[config.mk]
export PLATFORM = sky130hd
export DESIGN_NAME = multdiv_issue_ctrl_flat
export DESIGN_NICKNAME = d
export VERILOG_FILES = /design/src/rtl/multdiv_pkg.sv /design/src/rtl/multdiv_issue_ctrl_if.sv /design/src/rtl/multdiv_wait_counter.sv /design/src/rtl/multdiv_issue_ctrl.sv /design/src/flat_wrapper.sv
export SDC_FILE = /design/constraint.sdc
export NUM_CORES = 1
export LEC_CHECK = 0
export CAP_MARGIN = 20
export CELL_PAD_IN_SITES_DETAIL_PLACEMENT = 0
export CELL_PAD_IN_SITES_GLOBAL_PLACEMENT = 1
export CORE_ASPECT_RATIO = 0.7
export CORE_MARGIN = 5
export CORE_UTILIZATION = 34
export CTS_CLUSTER_DIAMETER = 120
export CTS_CLUSTER_SIZE = 8
export DETAILED_ROUTE_END_ITERATION = 8
export HOLD_SLACK_MARGIN = 0.06
export PLACE_DENSITY_LB_ADDON = 0.1
export SLEW_MARGIN = 40
export SYNTH_ARGS = -nofsm -noshare
export SYNTH_HDL_FRONTEND = slang
export SYNTH_SLANG_ARGS = --single-unit
[constraint.sdc]
create_clock -name clock -period 3.3 [get_ports clock]
set_input_delay 0.495 -clock clock [delete_from_list [all_inputs] [get_ports clock]]
set_output_delay 0.495 -clock clock [all_outputs]
set_load 0.02 [all_outputs]
[src/rtl/multdiv_pkg.sv]
`default_nettype none
// ============================================================================
//  Module      : multdiv_pkg
//  Description : Shared types and constants for the mul/div issue controller:
//                FSM state encoding, exception codes, status register index.
//  Revision    : 1.0 - initial release
// ============================================================================
package multdiv_pkg;

  // Issue controller states.
  typedef enum logic [1:0] {
    ST_IDLE  = 2'd0,
    ST_START = 2'd1,
    ST_BUSY  = 2'd2,
    ST_DONE  = 2'd3
  } state_e;

  // Exception writeback target and codes.
  localparam int RSTATUS_REG   = 30;
  localparam int MULT_EXC_CODE = 4;
  localparam int DIV_EXC_CODE  = 5;

  // Width of the BUSY wait counter; holds any count up to 63.
  localparam int WAIT_CNT_W    = 6;

endpackage
`default_nettype wire

[src/rtl/multdiv_issue_ctrl_if.sv]
`default_nettype none
// ============================================================================
//  Module      : multdiv_issue_ctrl_if
//  Description : Bundle of the issue, multdiv-unit and writeback signals of
//                the mul/div issue controller. The controller side uses the
//                master modport; the surrounding pipeline/unit uses slave.
//  Revision    : 1.0 - initial release
// ============================================================================
interface multdiv_issue_ctrl_if;

  // Issue side
  logic        issue_valid;
  logic        issue_is_div;
  logic [31:0] issue_a;
  logic [31:0] issue_b;
  logic [4:0]  issue_rd;
  logic        issue_ready;
  logic        stall;
  logic        flush;

  // Multdiv unit side
  logic        ctrl_MULT;
  logic        ctrl_DIV;
  logic [31:0] md_operandA;
  logic [31:0] md_operandB;
  logic [31:0] md_result;
  logic        md_exception;
  logic        md_resultRDY;

  // Writeback side
  logic        wb_valid;
  logic [4:0]  wb_rd;
  logic [31:0] wb_data;
  logic        wb_ack;
  logic        timeout;

  modport master (
    input  issue_valid, issue_is_div, issue_a, issue_b, issue_rd, flush,
    input  md_result, md_exception, md_resultRDY, wb_ack,
    output issue_ready, stall, ctrl_MULT, ctrl_DIV, md_operandA, md_operandB,
    output wb_valid, wb_rd, wb_data, timeout
  );

  modport slave (
    output issue_valid, issue_is_div, issue_a, issue_b, issue_rd, flush,
    output md_result, md_exception, md_resultRDY, wb_ack,
    input  issue_ready, stall, ctrl_MULT, ctrl_DIV, md_operandA, md_operandB,
    input  wb_valid, wb_rd, wb_data, timeout
  );

endinterface
`default_nettype wire

[src/rtl/multdiv_wait_counter.sv]
`default_nettype none
// ============================================================================
//  Module      : multdiv_wait_counter
//  Description : BUSY-phase cycle counter with synchronous clear and enable.
//                Flags when the minimum wait has elapsed and when the last
//                permitted BUSY cycle is reached.
//  Revision    : 1.0 - initial release
// ============================================================================
module multdiv_wait_counter
  import multdiv_pkg::*;
#(
  parameter int TIMEOUT_CYCLES = 48,
  parameter int MIN_WAIT       = 2
) (
  input  logic clock,
  input  logic clrn,
  input  logic clear_i,
  input  logic enable_i,
  output logic min_wait_done_o,
  output logic timeout_hit_o
);

  logic [WAIT_CNT_W-1:0] count_q;
  logic [WAIT_CNT_W-1:0] count_d;

  // Clear wins over enable so the count is 0 on the first BUSY cycle.
  always_comb begin
    count_d = count_q;
    if (clear_i) begin
      count_d = '0;
    end else if (enable_i) begin
      count_d = count_q + WAIT_CNT_W'(1);
    end
  end

  // Counter register.
  always_ff @(posedge clock or negedge clrn) begin
    if (!clrn) begin
      count_q <= '0;
    end else begin
      count_q <= count_d;
    end
  end

  assign min_wait_done_o = (count_q >= WAIT_CNT_W'(MIN_WAIT));
  assign timeout_hit_o   = (count_q == WAIT_CNT_W'(TIMEOUT_CYCLES - 1));

endmodule
`default_nettype wire

[src/rtl/multdiv_issue_ctrl.sv]
`default_nettype none
// ============================================================================
//  Module      : multdiv_issue_ctrl
//  Description : Accepts one decoded mul/div instruction at a time, fires a
//                one-cycle start pulse to the multdiv unit, waits for its
//                result (with a minimum wait and a timeout), then presents a
//                writeback request until it is acknowledged. Exceptions and
//                timeouts write an exception code to the status register.
//  Revision    : 1.0 - initial release
// ============================================================================
module multdiv_issue_ctrl #(
  parameter int TIMEOUT_CYCLES = 48,
  parameter int MIN_WAIT       = 2,
  parameter int RSTATUS_REG    = multdiv_pkg::RSTATUS_REG,
  parameter int MULT_EXC_CODE  = multdiv_pkg::MULT_EXC_CODE,
  parameter int DIV_EXC_CODE   = multdiv_pkg::DIV_EXC_CODE
) (
  input  logic                 clock,
  input  logic                 clrn,
  multdiv_issue_ctrl_if.master bus
);

  import multdiv_pkg::state_e;
  import multdiv_pkg::ST_IDLE;
  import multdiv_pkg::ST_START;
  import multdiv_pkg::ST_BUSY;
  import multdiv_pkg::ST_DONE;

  state_e      state_q;
  state_e      state_d;

  logic [31:0] a_q;
  logic [31:0] b_q;
  logic [4:0]  rd_q;
  logic        is_div_q;
  logic [31:0] result_q;
  logic        exc_q;

  logic        accept;
  logic        capture;
  logic        force_exc;
  logic        in_busy;
  logic        min_wait_done;
  logic        timeout_hit;
  logic [31:0] exc_code;

  assign in_busy = (state_q == ST_BUSY);

  multdiv_wait_counter #(
    .TIMEOUT_CYCLES (TIMEOUT_CYCLES),
    .MIN_WAIT       (MIN_WAIT)
  ) u_wait_cnt (
    .clock           (clock),
    .clrn            (clrn),
    .clear_i         (!in_busy),
    .enable_i        (in_busy),
    .min_wait_done_o (min_wait_done),
    .timeout_hit_o   (timeout_hit)
  );

  // State register.
  always_ff @(posedge clock or negedge clrn) begin
    if (!clrn) begin
      state_q <= ST_IDLE;
    end else begin
      state_q <= state_d;
    end
  end

  // Next-state decode; flush overrides every other event in the same cycle,
  // and a qualifying result on the last BUSY cycle beats the timeout.
  always_comb begin
    state_d   = state_q;
    accept    = 1'b0;
    capture   = 1'b0;
    force_exc = 1'b0;
    case (state_q)
      ST_IDLE: begin
        if (bus.issue_valid && !bus.flush) begin
          accept  = 1'b1;
          state_d = ST_START;
        end
      end
      ST_START: begin
        state_d = bus.flush ? ST_IDLE : ST_BUSY;
      end
      ST_BUSY: begin
        if (bus.flush) begin
          state_d = ST_IDLE;
        end else if (min_wait_done && bus.md_resultRDY) begin
          capture = 1'b1;
          state_d = ST_DONE;
        end else if (timeout_hit) begin
          force_exc = 1'b1;
          state_d   = ST_DONE;
        end
      end
      ST_DONE: begin
        if (bus.flush || bus.wb_ack) begin
          state_d = ST_IDLE;
        end
      end
      default: begin
        state_d = ST_IDLE;
      end
    endcase
  end

  // Operand/destination latch on accept, result capture at end of BUSY.
  always_ff @(posedge clock or negedge clrn) begin
    if (!clrn) begin
      a_q      <= '0;
      b_q      <= '0;
      rd_q     <= '0;
      is_div_q <= 1'b0;
      result_q <= '0;
      exc_q    <= 1'b0;
    end else begin
      if (accept) begin
        a_q      <= bus.issue_a;
        b_q      <= bus.issue_b;
        rd_q     <= bus.issue_rd;
        is_div_q <= bus.issue_is_div;
      end
      if (capture) begin
        result_q <= bus.md_result;
        exc_q    <= bus.md_exception;
      end else if (force_exc) begin
        result_q <= '0;
        exc_q    <= 1'b1;
      end
    end
  end

  assign exc_code = is_div_q ? 32'(DIV_EXC_CODE) : 32'(MULT_EXC_CODE);

  assign bus.issue_ready = (state_q == ST_IDLE);
  assign bus.stall       = (state_q != ST_IDLE);
  assign bus.ctrl_MULT   = (state_q == ST_START) && !is_div_q;
  assign bus.ctrl_DIV    = (state_q == ST_START) &&  is_div_q;
  assign bus.md_operandA = a_q;
  assign bus.md_operandB = b_q;
  assign bus.timeout     = force_exc;
  assign bus.wb_valid    = (state_q == ST_DONE);

  // Writeback fields are only driven while the request is up; register 0 is
  // passed through untouched and left for the register file to discard.
  assign bus.wb_rd   = (state_q != ST_DONE) ? 5'd0 :
                       exc_q                ? 5'(RSTATUS_REG) : rd_q;
  assign bus.wb_data = (state_q != ST_DONE) ? 32'd0 :
                       exc_q                ? exc_code : result_q;

endmodule
`default_nettype wire

[src/flat_wrapper.sv]
// flat-port wrapper written by rule: the top's interface ports become plain ports
module multdiv_issue_ctrl_flat import multdiv_pkg::state_e; import multdiv_pkg::ST_IDLE; import multdiv_pkg::ST_START; import multdiv_pkg::ST_BUSY; import multdiv_pkg::ST_DONE;
#(
  parameter int TIMEOUT_CYCLES = 48,
  parameter int MIN_WAIT       = 2,
  parameter int RSTATUS_REG    = multdiv_pkg::RSTATUS_REG,
  parameter int MULT_EXC_CODE  = multdiv_pkg::MULT_EXC_CODE,
  parameter int DIV_EXC_CODE   = multdiv_pkg::DIV_EXC_CODE
)
  (clock, clrn, bus_issue_valid, bus_issue_is_div, bus_issue_a, bus_issue_b, bus_issue_rd, bus_flush, bus_md_result, bus_md_exception, bus_md_resultRDY, bus_wb_ack, bus_issue_ready, bus_stall, bus_ctrl_MULT, bus_ctrl_DIV, bus_md_operandA, bus_md_operandB, bus_wb_valid, bus_wb_rd, bus_wb_data, bus_timeout);
  multdiv_issue_ctrl_if bus_i ();
  input  logic clock;
  input  logic clrn;
  input wire logic [$bits(bus_i.issue_valid)-1:0] bus_issue_valid;
  input wire logic [$bits(bus_i.issue_is_div)-1:0] bus_issue_is_div;
  input wire logic [$bits(bus_i.issue_a)-1:0] bus_issue_a;
  input wire logic [$bits(bus_i.issue_b)-1:0] bus_issue_b;
  input wire logic [$bits(bus_i.issue_rd)-1:0] bus_issue_rd;
  input wire logic [$bits(bus_i.flush)-1:0] bus_flush;
  input wire logic [$bits(bus_i.md_result)-1:0] bus_md_result;
  input wire logic [$bits(bus_i.md_exception)-1:0] bus_md_exception;
  input wire logic [$bits(bus_i.md_resultRDY)-1:0] bus_md_resultRDY;
  input wire logic [$bits(bus_i.wb_ack)-1:0] bus_wb_ack;
  output wire logic [$bits(bus_i.issue_ready)-1:0] bus_issue_ready;
  output wire logic [$bits(bus_i.stall)-1:0] bus_stall;
  output wire logic [$bits(bus_i.ctrl_MULT)-1:0] bus_ctrl_MULT;
  output wire logic [$bits(bus_i.ctrl_DIV)-1:0] bus_ctrl_DIV;
  output wire logic [$bits(bus_i.md_operandA)-1:0] bus_md_operandA;
  output wire logic [$bits(bus_i.md_operandB)-1:0] bus_md_operandB;
  output wire logic [$bits(bus_i.wb_valid)-1:0] bus_wb_valid;
  output wire logic [$bits(bus_i.wb_rd)-1:0] bus_wb_rd;
  output wire logic [$bits(bus_i.wb_data)-1:0] bus_wb_data;
  output wire logic [$bits(bus_i.timeout)-1:0] bus_timeout;
  assign bus_i.issue_valid = bus_issue_valid;
  assign bus_i.issue_is_div = bus_issue_is_div;
  assign bus_i.issue_a = bus_issue_a;
  assign bus_i.issue_b = bus_issue_b;
  assign bus_i.issue_rd = bus_issue_rd;
  assign bus_i.flush = bus_flush;
  assign bus_i.md_result = bus_md_result;
  assign bus_i.md_exception = bus_md_exception;
  assign bus_i.md_resultRDY = bus_md_resultRDY;
  assign bus_i.wb_ack = bus_wb_ack;
  assign bus_issue_ready = bus_i.issue_ready;
  assign bus_stall = bus_i.stall;
  assign bus_ctrl_MULT = bus_i.ctrl_MULT;
  assign bus_ctrl_DIV = bus_i.ctrl_DIV;
  assign bus_md_operandA = bus_i.md_operandA;
  assign bus_md_operandB = bus_i.md_operandB;
  assign bus_wb_valid = bus_i.wb_valid;
  assign bus_wb_rd = bus_i.wb_rd;
  assign bus_wb_data = bus_i.wb_data;
  assign bus_timeout = bus_i.timeout;
  multdiv_issue_ctrl #(.TIMEOUT_CYCLES(TIMEOUT_CYCLES), .MIN_WAIT(MIN_WAIT), .RSTATUS_REG(RSTATUS_REG), .MULT_EXC_CODE(MULT_EXC_CODE), .DIV_EXC_CODE(DIV_EXC_CODE)) u_core (.clock(clock), .clrn(clrn), .bus(bus_i));
endmodule
==> reports/metrics.csv, run 1 <==
metric,value,unit
Vias/cell,4.53,
post-synthesis simple-gate area fraction,8.83,%
Clock Skew,12.7,ps
core region area,13200,µm²
Port Buf Inserts,215,
buffer and inverter count on the worst path,1,
RSZ-0062 raised after global routing,false,
DPL Wire Length,8810,µm
Vias,3264,
vias in the first global route,3428,
Total GRT Usage,15.0,%
clock latency on the worst-skew pair,350,ps
total length of routed wires,12100,µm
Yosys top cell area share,60.5,%
layout cells sized above 1,23.1,%
adder-cell share of the synthesized area,0.545,%
largest net degree at the start of global routing,112,
Final Total Pwr,3.99,mW
Sink Count,111,
mux share of post-synthesis cell area,17.4,%
outcome,completed,
GP Congestion,0.777,
maximum buffer depth of the clock tree,2,
post-CTS sizing,0,
CP endpoint kind,output pin,
CP max FO,5,
CTS Buf Count,9,
xor and xnor area share after synthesis,0.763,%
Slew Limit Headroom,57.2,%
grt total ovfl,0,
"Hold Vio Cnt, Final",0,
DR pass1 iterations,4,
slowest CP cell,clkdlybuf4s50_1,
total setup buffers inserted after CTS,0,
final hold slack,177,ps
end-of-flow core utilization,54.3,%
first-pass GRT wire length,18800,µm
clk slew on worst S/H paths,80,ps
Max stage delay on crit path,650,ps
Synth Area in Compound Gates,8.09,%
I/O pin count,216,
DRT iter0 DRCs,157,
Initial Utilization,34.8,%
Max Cap Viol,0,
crit path DAT,2360,ps
fraction of registers with async set/reset,100,%
Post-Synthesis Cell Area,4590,µm²
WL per Instance,16.8,µm
crit share post-route,86.5,%
# diodes,0,
design area,7150,µm²
yosys warns,0,
die area,16000,µm²
Die Y,107,µm
Yosys reg bits,111,
Reg2Reg Launch Point,u_core.state_q[1],
Area Growth Syn to Fin,55.7,%
initial antenna violation count,0,
R2R setup slack,1190,ps
Synth cell types,34,
Post-synth top cells,"dfrtp_1, mux2_2, a22o_2, and2_1, nor2_1",
CP cell instances,"ha_1, nand3_1, or3b_4, nor3_1, clkdlybuf4s50_1",
Post-synth EDFFs,0,
Die X-Extent,149,µm
top post-synthesis cells by area,"dfrtp_1, mux2_2, a22o_2, and2_1, buf_6",
Synth Flop Type,dfrtp_1,
final setup violation count,0,
Setup Crit Path Kind,reg2out,
clock period minus worst slack,2850,ps
largest area contributor in the netlist,dfrtp_1,
Power Density,559,nW/µm²
Nets,642,
cell with the most instances after synthesis,dfrtp_1,
syn_nets,429,
CTS Hold Bufs,0,
Root Driver,clkbuf_16,
Placed Area,6870,µm²
Hold/Removal Path Class,in2async,
Antenna Nets Post-Route,0,
worst reg2reg path endpoint,u_core.bus.md_operandB[23],
peak supply drop,0.000264,V
setup_tns,0,ps
Crit path max-delay family,simple AND/OR/NAND/NOR gates,
H-tree depth,3,
row count,35,
Filler Cells Inserted,1111,
Residual DRC,0,
required time worst endpoint,2800,ps
critical path startpoint category,register,
leakage power,3.02,nW
r2r worst-path depth,5,
sequential element share of the synthesized area,60.5,%
cell count after synthesis,318,
syn avg cell area,14.4,µm²
maximum clock rate,0.350,GHz
largest family of logic cells by synthesized area,multiplexers,
worst-margin pin slew,641,ps
TritonCTS clock tree,built,
final count of pins violating max slew,0,
Stages on worst setup path,5,
-- logic make-up (layout without fill, tap and decap cells) --
| kind of cell | count (synthesis) | in the layout |
|---|---|---|
| muxes | 71 | 71 |
| DFF | 111 | 111 |
| AOI/OAI and AO/OA | 38 | 38 |
| adders and majority gates | 2 | 2 |
| and+or+nand+nor | 70 | 70 |
| xor gates and xnor gates | 4 | 4 |
| buffers and inverters | 22 | 240 |
-- per-layer routing --
| layer | routed length [µm] | GRT usage, % | up-vias |
|---|---|---|---|
| met2 | 6010 | 24.8 | 103 |
| met3 | 946 | 5.41 | 11 |
| met4 | 121 | 3.72 | 0 |
| li1 | - | - | 1543 |
| met1 | 5020 | 18.8 | 1607 |
| met5 | 0 | 0 | - |
-- layout by cell type (no fill, tap or decap), types with 3 or more instances in the layout --
master | synthesis | layout
a22o_2 | 32 | 32
buf_4 | 0 | 3
xor2_1 | 3 | 3
clkdlybuf4s50_1 | 0 | 214
mux2_2 | 63 | 63
clkbuf_16 | 0 | 9
dfrtp_1 | 111 | 111
nand3_1 | 3 | 3
and2_1 | 31 | 31
nor2_1 | 19 | 19
mux2_1 | 7 | 7
inv_1 | 4 | 4
-- registers in the layout, summed over array words and instances, names as in the netlist --
signal and flops:
u_core.bus.md_operandA 32, u_core.bus.md_operandB 32, u_core.exc_q 1, u_core.is_div_q 1, u_core.rd_q 5, u_core.result_q 32
u_core.state_q 2, u_core.u_wait_cnt.count_q 6
-- per-stage QoR --
step / setup slack [ps] / std cells
4_1_cts: 435 / 721
3_5_place_dp: 652 / 705
2_1_floorplan: 1230 / 318
6_report: 446 / 721
5_1_grt: 312 / 721
3_3_place_gp: 664 / 705
-- report_power, final --
| group | internal (mW) | total, mW | switching [mW] |
|---|---|---|---|
| Combinational | 0.680 | 1.21 | 0.527 |
| Clock | 0.542 | 1.04 | 0.496 |
| Sequential | 1.62 | 1.75 | 0.134 |
| Total | 2.84 | 3.99 | 1.16 |
-- cell type report --
cell class	count	area [µm²]	area share (%)
Sequential cell	111	2780	38.8
Multi-Input combinational cell	185	1640	22.9
Clock inverter	5	41.3	0.577
Clock buffer	11	243	3.39
Tap cell	185	231	3.24
Inverter	5	18.8	0.262
Timing Repair Buffer	219	2200	30.8
-- worst max-delay path by stage --
stage | startpoint | to | slack, ps
CTS | u_core.u_wait_cnt.count_q[1] | bus_timeout | 440
global route | u_core.u_wait_cnt.count_q[1] | bus_timeout | 310
global placement | bus_flush | bus_timeout | 660
floorplan | u_core.u_wait_cnt.count_q[0] | bus_timeout | 1230
detailed placement | bus_flush | bus_timeout | 650
finish | u_core.u_wait_cnt.count_q[1] | bus_timeout | 450
Note: power is estimated with default switching activity, not from simulation.
==> run 2, diff against run 1 <==
SKIP_CTS_REPAIR_TIMING = 1   (was default)
==> results of run 2 <==
Final layout, timing and power as in run 1 (identical DEF).
